===== src/rtl/acc_bank.sv =====
// Multi-lane signed accumulator bank: one start-sampled run of cfg_len input beats,
// with per-lane saturate/wrap on overflow and a held result until the downstream accepts it.

module acc_lane #(
  parameter int IN_WIDTH  = 8,
  parameter int OUT_WIDTH = 24,
  parameter int SATURATE  = 1
) (
  input  logic                        clk,
  input  logic                        reset,
  input  logic                        clr_sat,
  input  logic                        load,
  input  logic                        add,
  input  logic signed [IN_WIDTH-1:0]  din,
  output logic [OUT_WIDTH-1:0]        acc,
  output logic                        sat
);
  localparam logic signed [OUT_WIDTH-1:0] MAX_V = {1'b0, {(OUT_WIDTH-1){1'b1}}};
  localparam logic signed [OUT_WIDTH-1:0] MIN_V = {1'b1, {(OUT_WIDTH-1){1'b0}}};

  logic signed [OUT_WIDTH-1:0] acc_q, acc_d, din_ext;
  logic signed [OUT_WIDTH:0]   sum;
  logic                        ovf, sat_q, sat_d;

  assign din_ext = (OUT_WIDTH)'(din);
  // One guard bit: the sum overflowed iff the top two bits disagree.
  assign sum     = {acc_q[OUT_WIDTH-1], acc_q} + {din_ext[OUT_WIDTH-1], din_ext};
  assign ovf     = sum[OUT_WIDTH] ^ sum[OUT_WIDTH-1];

  always_comb begin
    acc_d = acc_q;
    sat_d = sat_q;
    if (clr_sat) sat_d = 1'b0;
    if (load) begin
      acc_d = din_ext;
    end else if (add) begin
      acc_d = sum[OUT_WIDTH-1:0];
      if (ovf) begin
        sat_d = 1'b1;
        if (SATURATE != 0) acc_d = sum[OUT_WIDTH] ? MIN_V : MAX_V;
      end
    end
  end

  always_ff @(posedge clk or posedge reset) begin
    if (reset) begin
      acc_q <= '0;
      sat_q <= 1'b0;
    end else begin
      acc_q <= acc_d;
      sat_q <= sat_d;
    end
  end

  assign acc = acc_q;
  assign sat = sat_q;
endmodule

module acc_bank #(
  parameter int NUM_LANES = 4,
  parameter int IN_WIDTH  = 8,
  parameter int OUT_WIDTH = 24,
  parameter int LEN_WIDTH = 8,
  parameter int SATURATE  = 1
) (
  input  logic                            clk,
  input  logic                            reset,
  input  logic                            start,
  input  logic [LEN_WIDTH-1:0]            cfg_len,
  output logic                            busy,
  input  logic                            in_valid,
  output logic                            in_ready,
  input  logic [NUM_LANES*IN_WIDTH-1:0]   in,
  output logic                            out_valid,
  input  logic                            out_ready,
  output logic [NUM_LANES*OUT_WIDTH-1:0]  out,
  output logic [NUM_LANES-1:0]            out_sat
);
  typedef enum logic [1:0] {IDLE, ACCUM, DRAIN} state_t;

  localparam logic [LEN_WIDTH-1:0] ONE = 1;

  state_t                 state_q, state_d;
  logic [LEN_WIDTH-1:0]   len_q, len_d, cnt_q, cnt_d;
  logic                   busy_q, busy_d, out_valid_q, out_valid_d;
  logic                   clr_sat, beat, first;

  logic [NUM_LANES-1:0][IN_WIDTH-1:0]  in_lanes;
  logic [NUM_LANES-1:0][OUT_WIDTH-1:0] acc_lanes;

  assign in_ready = (state_q == ACCUM);
  assign beat     = in_ready && in_valid;
  assign first    = (cnt_q == '0);

  always_comb begin
    state_d = state_q;
    len_d   = len_q;
    cnt_d   = cnt_q;
    clr_sat = 1'b0;
    unique case (state_q)
      IDLE: if (start && cfg_len != '0) begin
        state_d = ACCUM;
        len_d   = cfg_len;
        cnt_d   = '0;
        clr_sat = 1'b1;
      end
      // cnt_q counts beats already taken, so it never exceeds len-1 here and cannot wrap.
      ACCUM: if (in_valid) begin
        cnt_d = cnt_q + ONE;
        if (cnt_q == len_q - ONE) state_d = DRAIN;
      end
      DRAIN: if (out_ready) state_d = IDLE;
      default: state_d = IDLE;
    endcase
    busy_d      = (state_d != IDLE);
    out_valid_d = (state_d == DRAIN);
  end

  always_ff @(posedge clk or posedge reset) begin
    if (reset) begin
      state_q     <= IDLE;
      len_q       <= '0;
      cnt_q       <= '0;
      busy_q      <= 1'b0;
      out_valid_q <= 1'b0;
    end else begin
      state_q     <= state_d;
      len_q       <= len_d;
      cnt_q       <= cnt_d;
      busy_q      <= busy_d;
      out_valid_q <= out_valid_d;
    end
  end

  assign in_lanes = in;

  for (genvar g = 0; g < NUM_LANES; g++) begin : g_lane
    acc_lane #(
      .IN_WIDTH (IN_WIDTH),
      .OUT_WIDTH(OUT_WIDTH),
      .SATURATE (SATURATE)
    ) u_lane (
      .clk    (clk),
      .reset  (reset),
      .clr_sat(clr_sat),
      .load   (beat && first),
      .add    (beat && !first),
      .din    (in_lanes[g]),
      .acc    (acc_lanes[g]),
      .sat    (out_sat[g])
    );
  end

  assign out       = acc_lanes;
  assign busy      = busy_q;
  assign out_valid = out_valid_q;
endmodule


===== config.mk =====
export PLATFORM = sky130hd
export DESIGN_NAME = acc_bank
export DESIGN_NICKNAME = d
export VERILOG_FILES = /design/src/rtl/acc_bank.sv
export SDC_FILE = /design/constraint.sdc
export NUM_CORES = 1
export LEC_CHECK = 0
export ABC_AREA = 0
export CAP_MARGIN = 40
export CORE_AREA = 2 2 126 128
export CTS_CLUSTER_SIZE = 40
export DETAILED_ROUTE_END_ITERATION = 7
export DIE_AREA = 0 0 128 130
export DONT_BUFFER_PORTS = 1
export PLACE_DENSITY = 0.81
export SYNTH_ARGS = -nofsm -noshare
export SYNTH_HDL_FRONTEND = slang
export SYNTH_SLANG_ARGS = --single-unit
export TNS_END_PERCENT = 30

===== constraint.sdc =====
create_clock -name clk -period 4.1 [get_ports clk]
set_input_delay 0.615 -clock clk [delete_from_list [all_inputs] [get_ports clk]]
set_output_delay 0.615 -clock clk [all_outputs]
set_load 0.02 [all_outputs]

==> key figures <==
Synthesis
  – Number of flops mapped to enable cells by yosys: 0
  – Sequential-to-total area share from yosys stat: 30.11%
  – Commonest cells post-synth: nand2_1 (130), dfrtp_1 (120), ha_1 (99)
  – Top cells by area in the synthesized netlist: dfrtp_1 (30%), ha_1 (12%), xnor2_1 (5.2%)
  – Top-area cell type share of the netlist area: 30.11%
  – Number of flip-flops and latches in the synthesized netlist: 120
  – Area of the mapped netlist: 0.009975 mm^2
  – Async set-reset flop share out of synthesis: 100.0%
  – Average footprint of a synthesized cell: 8.765 um^2
  – Primary flip-flop cell chosen by synthesis mapping: dfrtp_1
  – Count of cell types in the netlist: 83
  – Largest area contributor in the netlist: dfrtp_1
  – Net count of the mapped netlist: 1,286
  – Warnings from Yosys: 0
  – Most common cell in the netlist: nand2_1
  – Synthesized instance count: 1,138

Power
  – Net switching power: 5.359 mW
  – Register share of total power: 28.6%
  – Maximum VDD drop: 506.8 uV
  – Comb power frac: 56.3%
  – Share of power burned in the clock network: 15.1%
  – Sum of internal, switching and leakage power: 10.98 mW
  – Static leakage power: 4.791 nW
  – Power Density: 1020 mW/mm^2
  – Cell-internal power: 5.616 mW
  – Share of total power consumed by net switching: 48.83%

Place
  – HPWL reported at the end of detailed placement: 18,590 um
  – Worst setup slack after placement: 0.4350 ns
  – IO Port Bufs: 0
  – Placed inst area: 0.01011 mm^2
  – # placed instances: 1,296
  – Routability congestion estimate: 0.9327

Setup path
  – Capture instance of the worst register-to-register path: g_lane[2].u_lane.acc[8]
  – Signal arrival time at the worst endpoint: 3.88 ns
  – Critical path class: reg2reg
  – Worst-path cell with the longest stage delay: dfrtp_1
  – Max stage delay on crit path: 0.48 ns
  – Required time worst endpoint: 4.40 ns
  – Cell chain of the critical path: ha_1 -> fa_1 -> a21o_1 -> a221o_1 -> a21oi_1 -> o21ai_0 -> nand4_1 -> o21ai_1 -> and2_1 -> a22o_1 -> a221o_1
  – Depth of the worst register-to-register path: 11
  – Nature of the critical path startpoint: flip-flop
  – Sort of element at the end of the critical path: flip-flop
  – R2R setup slack: 0.52 ns
  – Cell repeated most along the worst path: a221o_1
  – Top fanout value on the critical path: 16
  – Worst R2R Start: g_lane[2].u_lane.acc[0]

STA
  – Total Negative Setup Slacks: 0 ns
  – Achievable Freq: 0.2791 GHz
  – Max Clock Skew: 0.007547 ns
  – RSZ-0062 raised after global routing: false
  – Final critical path time including I/O delays and setup: 3.583 ns
  – Hold violation count in the final report: 0
  – Worst-Margin Slew: 0.8694 ns
  – Headroom to the max-slew limit: 40.54%
  – Period utilization: 87.38%
  – Slew Limit Fails: 0
  – Final Setup Violations: 0
  – Worst Setup Slack, final: 0.5173 ns

CTS
  – Post-cts gate resize count: 0
  – Root buffer selected by CTS: clkbuf_16
  – Count of clock tree sinks: 120
  – Clock tree from TritonCTS: built
  – TritonCTS Buffers: 17
  – Clock transition at path regs: 0.06 ns
  – Longest Clk Path Bufs: 2
  – H-tree levels: 4
  – Clock insertion delay at the later pin of the skew report: 0.42 ns
  – # hold bufs at CTS: 0
  – Post-CTS Setup Repair Bufs: 0

Hold path
  – Hold/Removal Path Class: in2async

GRT
  – Total GRT Usage: 30.93%
  – Initial antenna violation count: 0
  – First-pass GRT wire length: 41,620 um
  – Vias in the first global route: 8,496
  – Sum of overflow across all layers after global routing: 0
  – Largest net degree at the start of global routing: 62

Layout
  – Signed area change from the synthesized netlist to the final layout: 7.877%
  – Number of non-filler instances in the completed layout: 1,328
  – Fillcell total: 1,178
  – Share of final-layout standard cells stronger than drive strength 1: 8.187%
  – FF+latch area: 0.003003 mm^2
  – Antenna diode instance count: 0
  – Post-route cell area: 0.01076 mm^2
  – Final-stage net count: 1,271
  – Combined area of the multi-input logic cells: 0.006601 mm^2

Floorplan
  – Count of pins on the block boundary: 148
  – Placeable Area: 0.01542 mm^2
  – Row cnt: 46
  – Die height: 130 um
  – Total Die Area: 0.01664 mm^2
  – Initial core utilization: 64.67%
  – Die width: 128 um

Detailed routing
  – DRC violation total after the first TritonRoute iteration: 631
  – First-pass detailed-route iteration total: 5
  – DRC errors left: 0
  – Drt via density: 6.652
  – Detailed-route wire length per cell: 19.39 um
  – Antenna-violating nets left: 0
  – Aggregate routed wire length: 25,750 um
  – Total vias in the final route: 8,834

Run
  – Max-cap violations: 0

Run status
  – Run status: finished, final reports clean
routing by layer:
metal  global-route usage, %  vias up  part of all wire, %
met3                   8.405       62                  7.0
met2                   51.09      284                   48
li1                        -     4219                    -
met4                   12.35        0                  2.9
met1                   38.81     4269                   42
met5                       0        -                    0
worst max-delay path, delay by kind of cell (launching register included):
family / cells / cell delay (ns)
fa+ha+maj: 2 / 0.69
compound gates: 7 / 1.92
flops: 1 / 0.48
simple gates: 2 / 0.36
power by group through the flow:
stage	Sequential [mW]	Combinational [mW]	Clock (mW)
after detailed placement	3.13	6.06	0
after global routing	3.21	6.91	1.73
final	3.14	6.18	1.66
after CTS	3.12	6.14	1.67
after floorplan	2.85	5.12	0
after global placement	3.11	5.89	0
stage by stage:
step	hold slack, ns	utilization (%)
after floorplan	0.4400	-
after global placement	0.4972	65.35
after detailed placement	0.4971	65.53
after CTS	0.05217	69.76
after global routing	0.06491	69.76
final	0.05484	69.76
worst max path at each step:
stage	from	end	cells after the start
finish	g_lane[2].u_lane.acc[0]	g_lane[2].u_lane.acc[8]	11
floorplan	reset	busy	1
detailed placement	in[16]	g_lane[2].u_lane.acc[14]	11
global route	g_lane[2].u_lane.acc[0]	g_lane[2].u_lane.acc[11]	11
CTS	g_lane[2].u_lane.acc[0]	g_lane[2].u_lane.acc[8]	11
global placement	in[16]	g_lane[2].u_lane.acc[20]	11
cell families (layout without fill, tap and decap cells):
group / Yosys count / in the layout / synth area share, %
AO/OA/AOI/OAI: 396 / 396 / 27.75
AND/OR/NAND/NOR: 335 / 335 / 15.92
flip-flops: 120 / 120 / 30.11
adder cells (fa/ha/maj): 103 / 103 / 13.22
XOR/XNOR: 94 / 94 / 8.254
buffers and inverters: 81 / 79 / 3.788
multiplexers: 9 / 9 / 0.9659
sequential cells by signal, indices dropped and copies added (netlist names):
signal             flops
out_valid              1
g_lane.u_lane.acc     96
cnt_q                  8
state_q                2
len_q                  8
g_lane.u_lane.sat      4
busy                   1
final cells by class:
type                            count  area share (%)
Clock buffer                       18           3.988
Clock inverter                     14           2.081
Inverter                           30           1.070
Multi-Input combinational cell    937           61.35
Sequential cell                   120           27.91
Tap cell                          192           2.233
Timing Repair Buffer               17           1.372
layout by cell type (no fill, tap or decap), types with 6 or more instances in the layout:
cell type and n:
a211oi_1 12, o21ai_0 79, xnor2_1 59, and3_1 7
xor2_1 35, nand2_1 129, o221ai_1 7, buf_4 16
clkbuf_16 17, a31oi_1 10, clkinv_4 6, and2_1 13
a21o_1 39, nor2_1 62, a221o_1 28, or2_2 7
nand4_1 11, ha_1 99, dfrtp_1 120, o21bai_1 9
a22oi_1 21, nor2b_1 9, a21oi_1 88, inv_1 29
o21a_1 17, nor3_1 10, o211ai_1 26, nand3_1 53
No activity file was read; power rests on OpenSTA's default activity.
